[config.mk]
export PLATFORM = sky130hd
export DESIGN_NAME = clock_time_ctrl
export DESIGN_NICKNAME = d
export VERILOG_FILES = /design/src/rtl/clock_time_ctrl.sv
export SDC_FILE = /design/constraint.sdc
export NUM_CORES = 1
export LEC_CHECK = 0
export ABC_AREA = 0
export BUFFER_PORTS_ARGS = -buffer_cell sky130_fd_sc_hd__buf_2
export CAP_MARGIN = 25
export CELL_PAD_IN_SITES_DETAIL_PLACEMENT = 0
export CELL_PAD_IN_SITES_GLOBAL_PLACEMENT = 1
export CORE_MARGIN = 5
export CORE_UTILIZATION = 42
export CTS_CLUSTER_DIAMETER = 40
export DETAILED_ROUTE_END_ITERATION = 12
export MAX_ROUTING_LAYER = met4
export PLACE_DENSITY = 0.79
export SYNTH_ARGS = -nofsm -noshare
export SYNTH_HDL_FRONTEND = slang
export SYNTH_SLANG_ARGS = --single-unit
[constraint.sdc]
create_clock -name clk -period 3.4 [get_ports clk]
set_input_delay 0.17 -clock clk [delete_from_list [all_inputs] [get_ports clk]]
set_output_delay 0.17 -clock clk [all_outputs]
set_load 0.005 [all_outputs]
[src/rtl/clock_time_ctrl.sv]
// clock_time_ctrl
// Timekeeping and time-set controller for the digital clock. A free-running
// divider produces a one-second tick that advances a cascaded BCD
// hh:mm:ss counter chain while in RUN. A three-state FSM (RUN -> SET_HOUR ->
// SET_MIN -> RUN) pauses timekeeping so hours and minutes can be adjusted
// with the increment button.
//
// Ports
//   clk        system clock, rising edge
//   rst        asynchronous reset, active high
//   mode_btn   one-cycle pulse, advances the FSM
//   inc_btn    one-cycle pulse, increments the selected field in set states
//   sec_lo/hi  BCD seconds units / tens
//   min_lo/hi  BCD minutes units / tens
//   hr_lo/hi   BCD hours units / tens
//   state      0=RUN, 1=SET_HOUR, 2=SET_MIN
//   blink      blank request for the field being edited (second half of each second)
//   sec_pulse  one-cycle pulse in the cycle after the time advances in RUN

module clock_time_ctrl #(
   parameter int TICK_DIV = 50000000
) (
   input  logic       clk,
   input  logic       rst,
   input  logic       mode_btn,
   input  logic       inc_btn,
   output logic [3:0] sec_lo,
   output logic [3:0] sec_hi,
   output logic [3:0] min_lo,
   output logic [3:0] min_hi,
   output logic [3:0] hr_lo,
   output logic [3:0] hr_hi,
   output logic [1:0] state,
   output logic       blink,
   output logic       sec_pulse
);

   localparam int DW = (TICK_DIV > 2) ? $clog2(TICK_DIV) : 1;

   typedef enum logic [1:0] {
      RUN      = 2'd0,
      SET_HOUR = 2'd1,
      SET_MIN  = 2'd2
   } state_t;

   state_t          st;
   logic [DW-1:0]   div_cnt;
   logic            tick;

   logic [3:0] sec_lo_nx, sec_hi_nx, min_lo_nx, min_hi_nx, hr_lo_nx, hr_hi_nx;
   logic       sec_wrap, min_wrap, hr_wrap;

   assign state = st;
   assign tick  = (div_cnt == DW'(TICK_DIV - 1));
   assign blink = (st != RUN) && (div_cnt >= DW'(TICK_DIV / 2));

   // Incremented value of each field on its own; cascading is decided by the
   // wrap flags in the sequential block. Comparisons use >= so a digit can
   // never climb past its range.
   always_comb begin
      sec_wrap  = (sec_lo >= 4'd9) && (sec_hi >= 4'd5);
      sec_lo_nx = (sec_lo >= 4'd9) ? 4'd0 : sec_lo + 4'd1;
      sec_hi_nx = sec_hi;
      if (sec_lo >= 4'd9)
         sec_hi_nx = (sec_hi >= 4'd5) ? 4'd0 : sec_hi + 4'd1;

      min_wrap  = (min_lo >= 4'd9) && (min_hi >= 4'd5);
      min_lo_nx = (min_lo >= 4'd9) ? 4'd0 : min_lo + 4'd1;
      min_hi_nx = min_hi;
      if (min_lo >= 4'd9)
         min_hi_nx = (min_hi >= 4'd5) ? 4'd0 : min_hi + 4'd1;

      // 23 -> 00 takes priority over the ordinary units-digit carry
      hr_wrap  = (hr_hi >= 4'd2) && (hr_lo >= 4'd3);
      hr_lo_nx = 4'd0;
      hr_hi_nx = 4'd0;
      if (!hr_wrap) begin
         hr_lo_nx = (hr_lo >= 4'd9) ? 4'd0 : hr_lo + 4'd1;
         hr_hi_nx = (hr_lo >= 4'd9) ? hr_hi + 4'd1 : hr_hi;
      end
   end

   always_ff @(posedge clk or posedge rst) begin
      if (rst) begin
         st        <= RUN;
         div_cnt   <= '0;
         sec_lo    <= 4'd0;
         sec_hi    <= 4'd0;
         min_lo    <= 4'd0;
         min_hi    <= 4'd0;
         hr_lo     <= 4'd0;
         hr_hi     <= 4'd0;
         sec_pulse <= 1'b0;
      end else begin
         sec_pulse <= 1'b0;
         div_cnt   <= tick ? '0 : div_cnt + DW'(1);

         case (st)
            RUN: begin
               // mode_btn beats a coincident tick: time does not advance
               if (mode_btn) begin
                  st <= SET_HOUR;
               end else if (tick) begin
                  sec_pulse <= 1'b1;
                  sec_lo    <= sec_lo_nx;
                  sec_hi    <= sec_hi_nx;
                  if (sec_wrap) begin
                     min_lo <= min_lo_nx;
                     min_hi <= min_hi_nx;
                  end
                  if (sec_wrap && min_wrap) begin
                     hr_lo <= hr_lo_nx;
                     hr_hi <= hr_hi_nx;
                  end
               end
            end
            SET_HOUR: begin
               if (mode_btn) begin
                  st <= SET_MIN;
               end else if (inc_btn) begin
                  hr_lo <= hr_lo_nx;
                  hr_hi <= hr_hi_nx;
               end
            end
            SET_MIN: begin
               if (mode_btn) begin
                  // restart the second cleanly so a full second passes first
                  st      <= RUN;
                  sec_lo  <= 4'd0;
                  sec_hi  <= 4'd0;
                  div_cnt <= '0;
               end else if (inc_btn) begin
                  // minutes wrap 59 -> 00 without touching hours
                  min_lo <= min_lo_nx;
                  min_hi <= min_hi_nx;
               end
            end
            default: st <= RUN;
         endcase
      end
   end

endmodule

# [Word-level counts from Yosys, hierarchy flattened]
# Index checks and enable logic that the tools add are counted.
[totals] regBits=53 inputBits=4 out_inout_bits=28 wordCells=104
[op_classes] n_addsub=7 order_cmp=8 n_eq_ne=15 muxes=51 reduce_logical=14
[op_table] operator="two-way mux 4 bit" count=35
[op_table] operator="two-way mux 26 bit" count=3
[op_table] operator="case mux 4 bit (2 select lines)" count=6
[op_table] operator="adder 26 x 1 -> 26 bit (second input constant)" count=1
[op_table] operator="== test 26 bit (second input constant)" count=1
[op_table] operator=">= comparator 26 x 25 -> 1 bit (second input constant)" count=1
[op_table] operator="adder 4 x 1 -> 4 bit (second input constant)" count=6
[op_table] operator="!= test 2 bit (second input constant)" count=12
[op_table] operator=">= comparator 4 bit (second input constant)" count=3
[op_table] operator="AND reduction 6 bit" count=2
[op_table] operator=">= comparator 4 x 2 -> 1 bit (second input constant)" count=2
[op_table] operator=">= comparator 4 x 3 -> 1 bit (second input constant)" count=2
[op_table] operator="two-way mux 2 bit" count=3
[op_table] operator="case mux 2 bit (3 select lines)" count=1
[op_table] operator="nonzero test 2 bit" count=3
[op_table] operator="logical AND 1 bit" count=5
[op_table] operator="AND reduction 5 bit" count=1
[op_table] operator="AND reduction 4 bit" count=1
[op_table] operator="two-way mux 1 bit" count=3
[op_table] operator="AND reduction 3 bit" count=1
[op_table] operator="== test 2 x 1 -> 1 bit (second input constant)" count=1
[op_table] operator="== test 2 bit (second input constant)" count=1
[op_table] operator="logical NOT 2 bit" count=1

# [Longest topological paths before layout]
[logic_depth] ltp_word=7 ltp_mapped=8 depth_no_buf=8

# [Worst setup path before layout]
# Ideal clock, no wire load.
[synth_path] path_type="reg2reg" start="register div_cnt[12]" end="register hr_hi[1]" setup_time_ps=125 t_arrival_ps=2404 t_required_ps=3275 slack_ps=871 path_stages_with_launch=8 n_path_buf=1 period_less_slack_ps=2529 path_cell_list="dfrtp_1 -> nand4_4 -> or3_4 -> or3_1 -> buf_2 -> a211o_4 -> and2b_1 -> mux2_2"
[synth_between] elab_chain_cells=3
[synth_rtl] element="start: declaration" line_no="47" source="logic [DW-1:0] div_cnt;"
[synth_rtl] element="start signal: assignment" line_no="96" source="div_cnt <= tick ? '0 : div_cnt + DW'(1);"
[synth_rtl] element="== test 26 bit" line_no="54" source="assign tick = (div_cnt == DW'(TICK_DIV - 1));"
[synth_rtl] element="!= test 2 bit (no line)"
[synth_rtl] element="AND reduction 6 bit (no line)"
[synth_rtl] element="end signal: assignment" line_no="113" source="hr_hi <= hr_hi_nx;"
[synth_rtl] element="end signal: assignment" line_no="122" source="hr_hi <= hr_hi_nx;"
[synth_rtl] element="end: declaration" line_no="32" source="output logic [3:0] hr_hi,"
# No other way between the ends.
# A chain may end at the register's enable or synchronous reset.

# [Worst setup path after layout]
# Ends and elaborated chain as after synthesis.

==> results_dict.tcl <==
set metrics [dict create \
    cts_tree "built" \
    slew_violations 0 \
    wl_per_cell_um 13.0 \
    synth_top_area_frac 0.438 \
    place_hpwl_um 4330 \
    worst-path-max-fanout 9 \
    grt_pass1_wl_um 10500 \
    p_sw_w 0.000777 \
    area.growth.synth_to_final_pct 11.9 \
    yosys.area_share.adder 0.0784 \
    diodes 0 \
    die_x_um 94.9 \
    maxCapViolCount 0 \
    io_buffers 31 \
    synthMuxAreaShare 0.0273 \
    clock-root-buffer "clkbuf_8" \
    grt_busiest_layer "met2" \
    worst_path_max_delay_cell "dfrtp_1" \
    die_area_mm2 0.00901 \
    setup-violations-final 0 \
    ys_seq_area_frac 0.438 \
    ys_top_cells_by_area "dfrtp_1 44%, ha_1 7.8%, nor2_1 5.3%, xor2_1 4.3%, nand2_1 3.7%" \
    postPlaceCellArea_mm2 0.00330 \
    path_clk_slew_ns 0.11 \
    grt_use_met3 0.0279 \
    setup_tns_ns 0 \
    synth.distinct_cells 49 \
    end_kind "flop" \
    post-route-util 0.475 \
    synth_xor_area_frac 0.0751 \
    nFillCells 719 \
    final_antenna_net_count 0 \
    initial_core_util 0.425 \
    clock_latency_ns 0.31 \
    cts_hold_buffers 0 \
    seq_power_share 0.471 \
    fin_skew_ns 0.0123 \
    synth_edf_count 0 \
    synth_ff_type "dfrtp_1" \
    drt_pass1_iterations 4 \
    drt-total-wl_um 5970 \
    met1_usage 0.207 \
    layout-drive-gt1-share 0.156 \
    synth.most_common_cell "dfrtp_1" \
    htree_levels 2 \
    grt_setup_unrepaired "false" \
    vias 2336 \
    cts_sinks 53 \
    start_kind "flop" \
    cp_cell_sequence "nand4_4 > or3_4 > or3_1 > a211o_4 > and2b_1 > mux2_2" \
    die_h_um 94.9 \
    post_cts_buffers 0 \
    required_ns 3.61 \
    drt_iter0_markers 108 \
    p_leak_nw 1.61 \
    async_reset_ff_frac 1.00 \
    drc 0 \
    synth_compound_area_frac 0.0991 \
    clock_power_share 0.188 \
    placementRows 31 \
    syn_area_mm2 0.00303 \
    grt_max_degree 38 \
    multi_input_area_mm2 0.00158 \
    power_frac_comb 0.341 \
    grt_usage 0.149 \
    cts-resized-gates 0 \
    period_minus_slack_ns 2.67 \
    synth-simple-area-share 0.241 \
    grt_overflow 0 \
    tightest_slew_ns 0.784 \
    postLayoutCellArea_mm2 0.00339 \
    yosysTopAreaCell "dfrtp_1" \
    cts_made_buffers 5 \
    outcome "finished with violations" \
    worstPathArrival_ns 2.88 \
    total_power_w 0.00198 \
    hold_violations 9 \
    syn-num-nets 348 \
    relSlewSlack 0.477 \
    synth_top_family_by_area "simple AND/OR/NAND/NOR gates" \
    intPower_w 0.00120 \
    max_freq_mhz 375 \
    vdd_drop_max_mv 0.324 \
    core_mm2 0.00714 \
    via_per_inst 5.10 \
    syn_avg_cell_area_um2 9.32 \
    grt_pass1_vias 2268 \
    cts_buffer_depth 2 \
    synthTopCellsByCount "53 x dfrtp_1, 43 x nor2_1, 30 x nand2_1, 25 x inv_1" \
    met2_usage 0.221 \
    violations "hold timing" \
    holdWs_ns -0.0157 \
    place_congestion 0.799 \
    synth_cells 325 \
    ioPinCount 32 \
    swShare 0.393 \
    yosysWarnings 0 \
    regArea_mm2 0.00133 \
    critPathKind "reg2reg" \
    fin_crit_sh 0.785 \
    ys_ff_latch 53 \
    power_density_mw_per_mm2 583 \
    slowest_delay_ns 0.48 \
    antenna_found_initial 0 \
    min-delay-path-class "in2async" \
    layout.nets 381 \
]
metal layers:
metal  up-vias  routed length [um]
li1       1165                   -
met1      1133                3020
met2        34                2720
met3         4                 181
met4         0                  55
met5         -                   0
sequential cells by signal (all words and copies together) (netlist names):
signal     count
div_cnt       26
hr_hi          4
hr_lo          4
min_hi         4
min_lo         4
sec_hi         4
sec_lo         4
state          2
sec_pulse      1
critical path, delay by kind of cell, from the launching register on:
family / cells / cell delay [ns]
multiplexers: 1 / 0.35
AO/OA/AOI/OAI: 1 / 0.42
flip-flops: 1 / 0.48
AND/OR/NAND/NOR: 4 / 1.33
layout by cell type (no fill, tap or decap), types with 5 or more instances in the layout:
cell type and n:
clkbuf_8 5, nand4_1 7, nand3_1 19, a21oi_1 8
ha_1 19, mux2i_1 6, nor3_1 7, o21ai_0 16
xor2_1 15, nor2_1 43, nand2b_1 6, xnor2_1 11
dfrtp_1 53, buf_2 31, inv_1 24, nand2_1 30
layout make-up:
| type | instances | share of cell area |
|---|---|---|
| clock buffer | 5 | 0.0203 |
| clock inverter | 3 | 0.00627 |
| inverter | 25 | 0.0277 |
| multi-input combinational | 239 | 0.466 |
| sequential | 53 | 0.391 |
| tap | 99 | 0.0365 |
| timing repair buffer | 34 | 0.0524 |
path summary, 6_finish.rpt:
path,end,cells past startpoint,from,slack [ns]
max,hr_hi[1],6,div_cnt[12],0.73
min,hr_hi[3],2,rst,-0.02
max reg2reg,hr_hi[1],6,div_cnt[12],0.73
min reg2reg,div_cnt[0],1,div_cnt[0],0.54
max in group asynchronous,div_cnt[15],3,rst,2.69
min in group clk,state[1],3,mode_btn,0.21
power groups by stage:
stage	clock network [W]	registers [W]	logic, W
2_1_floorplan	0	0.000891	0.000498
3_3_place_gp	0	0.000941	0.000665
3_5_place_dp	0	0.000945	0.000679
4_1_cts	0.000384	0.000932	0.000684
5_1_grt	0.000416	0.000959	0.000783
6_report	0.000371	0.000931	0.000674
cells by family after synthesis:
kind of cell / after synthesis
xor gates and xnor gates: 26
muxes: 8
and+or+nand+nor: 141
adders and majority gates: 19
DFF: 53
AOI/OAI and AO/OA: 45
buffers and inverters: 33
stage by stage:
step / setup WS, ns / hold slack [ns] / instances
floorplan: 0.871 / 0.484 / 325
finish: 0.732 / -0.0157 / 458
detailed placement: 0.739 / 0.369 / 450
global route: 0.604 / 0.0540 / 458
global placement: 0.779 / 0.356 / 450
CTS: 0.742 / 0.0142 / 458
(Power assumes the default switching activity.)
